<file path="src/rtl/bru_redir_ctrl_pkg.sv">
// Shared types and redirect codes for the branch-mispredict recovery slice.
// BRU_REDIR_STAT_EN adds saturating statistics counters to bru_redir_ctrl.
package bru_redir_ctrl_pkg;

    typedef enum logic [1:0] {
        RDC_IDLE  = 2'd0,
        RDC_FLUSH = 2'd1,
        RDC_REDIR = 2'd2,
        RDC_DRAIN = 2'd3
    } rdc_state_e;

    localparam logic [1:0] REDIRJUMPOA = 2'b11;
    localparam logic [1:0] REDIRNO     = 2'b00;

    localparam int RDC_CNT_W = 4;

endpackage

</file>
<file path="src/rtl/bru_redir_ctrl_if.sv">
// BRU/ROB/frontend bundle seen by the redirect controller.
// BRU_REDIR_STAT_EN does not change this bundle.
interface bru_redir_ctrl_if #(
    parameter int PTR_W  = 6,
    parameter int ADDR_W = 32
);
    logic              BruCommitAble;
    logic [PTR_W-1:0]  BruCommitPtr;
    logic [1:0]        BruReDirType;
    logic [ADDR_W-1:0] BruReDirPc;
    logic [PTR_W-1:0]  RobHeadPtr;
    logic              ExcFlush;
    logic              FetchReDirAck;
    logic              BruFlash;
    logic              RobFlushAble;
    logic [PTR_W-1:0]  RobFlushPtr;
    logic              FetchReDirAble;
    logic [ADDR_W-1:0] FetchReDirPc;
    logic              IssueHold;

    modport master (
        output BruCommitAble, BruCommitPtr, BruReDirType,
        output BruReDirPc, RobHeadPtr, ExcFlush,
        output FetchReDirAck,
        input  BruFlash, RobFlushAble, RobFlushPtr,
        input  FetchReDirAble, FetchReDirPc, IssueHold
    );

    modport slave (
        input  BruCommitAble, BruCommitPtr, BruReDirType,
        input  BruReDirPc, RobHeadPtr, ExcFlush,
        input  FetchReDirAck,
        output BruFlash, RobFlushAble, RobFlushPtr,
        output FetchReDirAble, FetchReDirPc, IssueHold
    );
endinterface

</file>
<file path="src/rtl/bru_redir_ctrl_age_cmp.sv">
// rob_age_cmp: "a strictly older than b" relative to the ROB head.
// Pure combinational; shared with the LSU and ROB.
module rob_age_cmp #(
    parameter int PTR_W = 6
) (
    input  logic [PTR_W-1:0] head,
    input  logic [PTR_W-1:0] a,
    input  logic [PTR_W-1:0] b,
    output logic             older
);
    logic [PTR_W-1:0] age_a;
    logic [PTR_W-1:0] age_b;

    // modular subtraction keeps the compare correct across pointer wrap
    assign age_a = a - head;
    assign age_b = b - head;
    assign older = age_a < age_b;
endmodule

</file>
<file path="src/rtl/bru_redir_ctrl.sv">
// Branch-mispredict recovery sequencer: flush, ROB truncate, fetch redirect, drain.
// Define BRU_REDIR_STAT_EN to add StatMispredCnt / StatRecoverCyc outputs.
module bru_redir_ctrl
    import bru_redir_ctrl_pkg::*;
#(
    parameter int PTR_W       = 6,
    parameter int ADDR_W      = 32,
    parameter int RECOVER_CYC = 2
) (
    input  logic        Clk,
    input  logic        Rest,
`ifdef BRU_REDIR_STAT_EN
    output logic [31:0] StatMispredCnt,
    output logic [31:0] StatRecoverCyc,
`endif
    bru_redir_ctrl_if.slave bus
);
    rdc_state_e             state_q, state_d;
    logic [PTR_W-1:0]       CapPtr, cap_ptr_d;
    logic [ADDR_W-1:0]      CapPc, cap_pc_d;
    logic [RDC_CNT_W-1:0]   cnt_q, cnt_d;
    logic                   ev;
    logic                   ev_older;
    logic                   cap_en;

    assign ev = bus.BruCommitAble
              & (bus.BruReDirType == REDIRJUMPOA);

    rob_age_cmp #(
        .PTR_W (PTR_W)
    ) u_age (
        .head  (bus.RobHeadPtr),
        .a     (bus.BruCommitPtr),
        .b     (CapPtr),
        .older (ev_older)
    );

    always_ff @(posedge Clk or posedge Rest) begin
        if (Rest) begin
            state_q <= RDC_IDLE;
            CapPtr  <= '0;
            CapPc   <= '0;
            cnt_q   <= '0;
        end else begin
            state_q <= state_d;
            CapPtr  <= cap_ptr_d;
            CapPc   <= cap_pc_d;
            cnt_q   <= cnt_d;
        end
    end

    always_comb begin
        state_d   = state_q;
        cap_ptr_d = CapPtr;
        cap_pc_d  = CapPc;
        cnt_d     = cnt_q;
        cap_en    = 1'b0;
        if (bus.ExcFlush) begin
            state_d = RDC_IDLE;
            cnt_d   = '0;
        end else if (ev && (state_q == RDC_IDLE || ev_older)) begin
            // an older branch overrides any progress, even a same-cycle ack
            cap_en    = 1'b1;
            cap_ptr_d = bus.BruCommitPtr;
            cap_pc_d  = bus.BruReDirPc;
            state_d   = RDC_FLUSH;
        end else begin
            unique case (state_q)
                RDC_IDLE: ;
                RDC_FLUSH: state_d = RDC_REDIR;
                RDC_REDIR: begin
                    if (bus.FetchReDirAck) begin
                        cnt_d   = RDC_CNT_W'(RECOVER_CYC);
                        state_d = RDC_DRAIN;
                    end
                end
                RDC_DRAIN: begin
                    if (cnt_q <= RDC_CNT_W'(1)) begin
                        cnt_d   = '0;
                        state_d = RDC_IDLE;
                    end else begin
                        cnt_d = cnt_q - RDC_CNT_W'(1);
                    end
                end
                default: state_d = RDC_IDLE;
            endcase
        end
    end

    always_comb begin
        bus.BruFlash       = 1'b0;
        bus.RobFlushAble   = 1'b0;
        bus.RobFlushPtr    = '0;
        bus.FetchReDirAble = 1'b0;
        bus.FetchReDirPc   = '0;
        bus.IssueHold      = 1'b0;
        unique case (state_q)
            RDC_IDLE: ;
            RDC_FLUSH: begin
                bus.BruFlash     = 1'b1;
                bus.RobFlushAble = 1'b1;
                bus.RobFlushPtr  = CapPtr;
                bus.IssueHold    = 1'b1;
            end
            RDC_REDIR: begin
                bus.FetchReDirAble = 1'b1;
                bus.FetchReDirPc   = CapPc;
                bus.IssueHold      = 1'b1;
            end
            RDC_DRAIN: bus.IssueHold = 1'b1;
            default: ;
        endcase
    end

`ifdef BRU_REDIR_STAT_EN
    always_ff @(posedge Clk or posedge Rest) begin
        if (Rest) begin
            StatMispredCnt <= '0;
            StatRecoverCyc <= '0;
        end else begin
            if (cap_en && StatMispredCnt != '1)
                StatMispredCnt <= StatMispredCnt + 32'd1;
            if (state_q != RDC_IDLE && StatRecoverCyc != '1)
                StatRecoverCyc <= StatRecoverCyc + 32'd1;
        end
    end
`endif

endmodule

</file>
<file path="src/flat_wrapper.sv">
// flat-port wrapper written by rule: the top's interface ports become plain ports
module bru_redir_ctrl_flat import bru_redir_ctrl_pkg::*;
#(
    parameter int PTR_W       = 6,
    parameter int ADDR_W      = 32,
    parameter int RECOVER_CYC = 2
)
  (Clk, Rest, bus_BruCommitAble, bus_BruCommitPtr, bus_BruReDirType, bus_BruReDirPc, bus_RobHeadPtr, bus_ExcFlush, bus_FetchReDirAck, bus_BruFlash, bus_RobFlushAble, bus_RobFlushPtr, bus_FetchReDirAble, bus_FetchReDirPc, bus_IssueHold);
  bru_redir_ctrl_if #(.PTR_W(PTR_W), .ADDR_W(ADDR_W)) bus_i ();
  input  logic Clk;
  input  logic Rest;
  input wire logic [$bits(bus_i.BruCommitAble)-1:0] bus_BruCommitAble;
  input wire logic [$bits(bus_i.BruCommitPtr)-1:0] bus_BruCommitPtr;
  input wire logic [$bits(bus_i.BruReDirType)-1:0] bus_BruReDirType;
  input wire logic [$bits(bus_i.BruReDirPc)-1:0] bus_BruReDirPc;
  input wire logic [$bits(bus_i.RobHeadPtr)-1:0] bus_RobHeadPtr;
  input wire logic [$bits(bus_i.ExcFlush)-1:0] bus_ExcFlush;
  input wire logic [$bits(bus_i.FetchReDirAck)-1:0] bus_FetchReDirAck;
  output wire logic [$bits(bus_i.BruFlash)-1:0] bus_BruFlash;
  output wire logic [$bits(bus_i.RobFlushAble)-1:0] bus_RobFlushAble;
  output wire logic [$bits(bus_i.RobFlushPtr)-1:0] bus_RobFlushPtr;
  output wire logic [$bits(bus_i.FetchReDirAble)-1:0] bus_FetchReDirAble;
  output wire logic [$bits(bus_i.FetchReDirPc)-1:0] bus_FetchReDirPc;
  output wire logic [$bits(bus_i.IssueHold)-1:0] bus_IssueHold;
  assign bus_i.BruCommitAble = bus_BruCommitAble;
  assign bus_i.BruCommitPtr = bus_BruCommitPtr;
  assign bus_i.BruReDirType = bus_BruReDirType;
  assign bus_i.BruReDirPc = bus_BruReDirPc;
  assign bus_i.RobHeadPtr = bus_RobHeadPtr;
  assign bus_i.ExcFlush = bus_ExcFlush;
  assign bus_i.FetchReDirAck = bus_FetchReDirAck;
  assign bus_BruFlash = bus_i.BruFlash;
  assign bus_RobFlushAble = bus_i.RobFlushAble;
  assign bus_RobFlushPtr = bus_i.RobFlushPtr;
  assign bus_FetchReDirAble = bus_i.FetchReDirAble;
  assign bus_FetchReDirPc = bus_i.FetchReDirPc;
  assign bus_IssueHold = bus_i.IssueHold;
  bru_redir_ctrl #(.PTR_W(PTR_W), .ADDR_W(ADDR_W), .RECOVER_CYC(RECOVER_CYC)) u_core (.Clk(Clk), .Rest(Rest), .bus(bus_i));
endmodule
</file>
<file path="config.mk">
export PLATFORM = sky130hd
export DESIGN_NAME = bru_redir_ctrl_flat
export DESIGN_NICKNAME = d
export VERILOG_FILES = /design/src/rtl/bru_redir_ctrl_pkg.sv /design/src/rtl/bru_redir_ctrl_if.sv /design/src/rtl/bru_redir_ctrl_age_cmp.sv /design/src/rtl/bru_redir_ctrl.sv /design/src/flat_wrapper.sv
export SDC_FILE = /design/constraint.sdc
export NUM_CORES = 1
export LEC_CHECK = 0
export CORE_ASPECT_RATIO = 0.6
export CORE_MARGIN = 5
export CORE_UTILIZATION = 46
export DETAILED_ROUTE_END_ITERATION = 12
export GPL_TIMING_DRIVEN = 0
export PLACE_DENSITY = 0.81
export SLEW_MARGIN = 30
export SYNTH_ARGS = -nofsm -noshare
export SYNTH_HDL_FRONTEND = slang
export SYNTH_SLANG_ARGS = --single-unit
export TNS_END_PERCENT = 100
</file>
<file path="constraint.sdc">
create_clock -name Clk -period 4.21 [get_ports Clk]
set_clock_uncertainty 0.2 [all_clocks]
set_input_delay 0.842 -clock Clk [delete_from_list [all_inputs] [get_ports Clk]]
set_output_delay 0.842 -clock Clk [all_outputs]
set_load 0.01 [all_outputs]
</file>
==> results.py <==
metrics = {
    "outcome": {
        "status": "complete, no violations",
    },
    "worst_setup_path": {
        "crit_type": "in -> reg",
        "cp.required_ns": 4.19,
        "reg2reg_depth": 14,
        "path_max_fanout": 10,
        "crit_chain": "clkdlybuf4s50_1 -> inv_2 -> ha_1 -> nor2b_1 -> o21ai_2 -> a21boi_2 -> nor4_1 -> a311o_1 -> ha_1 -> a21oi_2 -> o2111ai_2 -> a31oi_4 -> nand2b_2 -> buf_6 -> buf_6 -> mux2_4",
        "r2r-end": "u_core.CapPtr[5]",
        "r2r_slack_ns": 0.80,
        "critPathMaxStageDelay_ns": 0.48,
        "crit_path_top_delay_cell": "clkdlybuf4s50_1",
        "reg2reg_from": "u_core.CapPtr[1]",
        "crit_arrival_ns": 4.13,
        "end_kind": "register",
        "startpoint_type": "input port",
    },
    "finish": {
        "nNetsFinal": 412,
        "drive_gt1_share_pct": 18.7,
        "diodes": 0,
        "area_growth_pct": 45.1,
        "fill_cells": 439,
    },
    "routing": {
        "ant_nets": 0,
        "wirelength_um": 6680,
        "avgRoutedWirePerCell_um": 15.8,
        "drc": 0,
        "vias_per_cell": 4.97,
        "vias": 2098,
        "drt_iter0_drc": 61,
        "drt-pass1-iter-count": 5,
    },
    "sta": {
        "worst_pin_slew_ns": 0.471,
        "period_share_pct": 98.6,
        "holdWs_ns": 0.303,
        "hold_viol": 0,
        "fin_crit_ns": 4.15,
        "timing.fmax_mhz": 241,
        "drv_slew": 0,
        "finalSetupViolations": 0,
        "tns_ns": 0,
        "maxSlewHeadroom_pct": 68.6,
    },
    "global_route": {
        "antenna_found_initial": 0,
        "overflow": 0,
        "grt_usage_pct": 18.2,
        "grt_pass1_vias": 2134,
        "grt_pass1_wl_um": 10800,
        "grt_max_degree": 26,
    },
    "worst_hold_path": {
        "whs_endpoint": "u_core.CapPc[12]",
        "holdPathStages": 1,
        "hold_class": "reg -> reg",
        "min_from": "u_core.CapPc[12]",
    },
    "pwr": {
        "powerDensity_mw_per_mm2": 370,
        "peakVddDrop_mv": 0.220,
        "total_power_mw": 1.44,
        "p_leak_nw": 1.75,
    },
    "clock_tree": {
        "clock_latency_ns": 0.29,
        "path_clk_slew_ns": 0.08,
        "numClockSinks": 44,
        "root_buffer": "clkbuf_8",
        "h-tree-depth": 2,
        "cts_hold_buffers": 0,
        "cts_made_buffers": 5,
        "cts_tree": "yes",
        "cts.path.max_buffers": 2,
    },
    "synth": {
        "netlist_area_mm2": 0.00268,
        "yosysTopAreaCellShare_pct": 41.0,
        "synth.area.top_cells": "dfrtp_1, mux2_4, and2_1",
        "syn-num-nets": 310,
        "synth_top_area_cell": "dfrtp_1",
        "synth_cells": 240,
        "postSynth.asyncResetShare_pct": 100,
        "yosysWarnings": 0,
        "yosysSeqAreaShare_pct": 41.0,
        "synth_most_common_cell": "dfrtp_1",
        "synthTopCellsByCount": "dfrtp_1, and2_1, mux2_4, mux2_2",
        "yosysUniqueCellTypes": 38,
        "syn_area_per_cell_um2": 11.2,
        "ys_ff_latch": 44,
        "synth_edf_count": 0,
        "synth-main-ff-cell": "dfrtp_1",
    },
    "floorplan": {
        "rows": 21,
        "dieArea_mm2": 0.00751,
        "core_mm2": 0.00562,
        "die_w_um": 109,
        "die_y_um": 69.2,
        "initial_core_util_pct": 47.7,
        "ios": 93,
    },
    "placement": {
        "dp_hpwl_um": 5250,
        "place.gp.congestion": 0.841,
        "portBuffers": 92,
    },
    "job": {
        "maxCapViolations": 0,
    },
}
==> layout by cell type (no fill, tap or decap), drive strengths merged <==
| cell type | synthesis | layout |
|---|---|---|
| a2111o | 1 | 1 |
| a211oi | 1 | 1 |
| a21boi | 1 | 1 |
| a21oi | 7 | 7 |
| a311o | 1 | 1 |
| a311oi | 1 | 1 |
| a31oi | 1 | 1 |
| and2 | 39 | 39 |
| and3 | 1 | 1 |
| buf | 6 | 9 |
| bufinv | 0 | 2 |
| clkbuf | 3 | 8 |
| clkdlybuf4s50 | 0 | 92 |
| dfrtp | 44 | 44 |
| fa | 2 | 2 |
| ha | 17 | 17 |
| inv | 17 | 17 |
| mux2 | 37 | 37 |
| mux2i | 1 | 1 |
| nand2 | 9 | 9 |
| nand2b | 5 | 5 |
| nand3 | 1 | 1 |
| nand3b | 1 | 1 |
| nor2 | 9 | 9 |
| nor2b | 4 | 4 |
| nor3 | 3 | 3 |
| nor4 | 4 | 4 |
| o2111ai | 1 | 1 |
| o21ai | 9 | 9 |
| o31ai | 4 | 4 |
| o41ai | 1 | 1 |
| or3 | 1 | 1 |
| or4 | 2 | 2 |
| xnor2 | 2 | 2 |
| xor2 | 4 | 4 |
==> worst max path at each step <==
stage                       from               end  cells after the start
6_report       bus_RobHeadPtr[1]  u_core.CapPtr[5]                     16
2_1_floorplan  bus_RobHeadPtr[1]  u_core.CapPc[27]                     15
3_5_place_dp   bus_RobHeadPtr[1]  u_core.CapPtr[5]                     16
3_3_place_gp   bus_RobHeadPtr[1]  u_core.CapPtr[2]                     16
5_1_grt        bus_RobHeadPtr[1]  u_core.CapPtr[5]                     16
4_1_cts        bus_RobHeadPtr[1]  u_core.CapPtr[5]                     16
==> worst max-delay path, delay by kind of cell <==
kind                     cells  cell delay (ns)
AO/OA/AOI/OAI                6             1.14
buffers and inverters        4             0.87
adder cells (fa/ha/maj)      2             0.61
AND/OR/NAND/NOR              3             0.34
multiplexers                 1             0.30
==> where the power goes <==
part / leakage [nW] / switching, mW / total (mW) / internal (mW)
Sequential: 0.539 / 0.0579 / 0.587 / 0.529
Combinational: 1.15 / 0.198 / 0.477 / 0.279
Clock: 0.0642 / 0.144 / 0.377 / 0.234
==> flip-flops by register name, indices dropped and copies added (netlist names) <==
register,flops
u_core.cnt_q,4
u_core.state_q,2
u_core.CapPc,32
u_core.CapPtr,6
==> what timing repair did <==
action                                  in CTS  in global routing
endpoints found under the setup margin      41                 22
gates resized for setup                      5                  5
endpoints found under the hold margin        0                  0
buffers inserted                             1                  1
pin swaps                                    1                  1
==> logic make-up (layout without fill, tap and decap cells) <==
family	after synthesis	count (layout)	synth area share, %
DFF	44	44	41.0
and+or+nand+nor	79	79	17.1
muxes	38	38	18.6
adders and majority gates	19	19	9.42
xor gates and xnor gates	6	6	1.96
buffers and inverters	26	128	4.71
AOI/OAI and AO/OA	28	28	7.23
==> area by class of cell <==
class | count | area (um^2) | area share (%)
sequential | 44 | 1100 | 28.3
clock inverter | 2 | 60.1 | 1.54
multi-input combinational | 170 | 1480 | 38.0
timing repair buffer | 95 | 956 | 24.6
tap | 80 | 100 | 2.57
inverter | 17 | 63.8 | 1.64
clock buffer | 5 | 68.8 | 1.77
buffer | 9 | 62.6 | 1.61
==> through the flow <==
stage,util (%),std cells,instance area (um^2),setup WS (ns)
after floorplan,-,240,2680,0.325
after global placement,65.9,412,3700,-0.572
after detailed placement,66.2,413,3720,-0.643
after CTS,68.8,421,3870,0.0260
after global routing,69.2,422,3890,-0.0369
final,69.2,422,3890,0.0596
==> per-layer routing <==
layer | wire length (um) | global-route usage (%) | up-vias
li1 | - | - | 1023
met1 | 3200 | 26.5 | 997
met2 | 2930 | 27.1 | 76
met3 | 542 | 6.34 | 2
met4 | 12 | 1.68 | 0
met5 | 0 | 0 | -
Power figures use the tool's default switching activity.
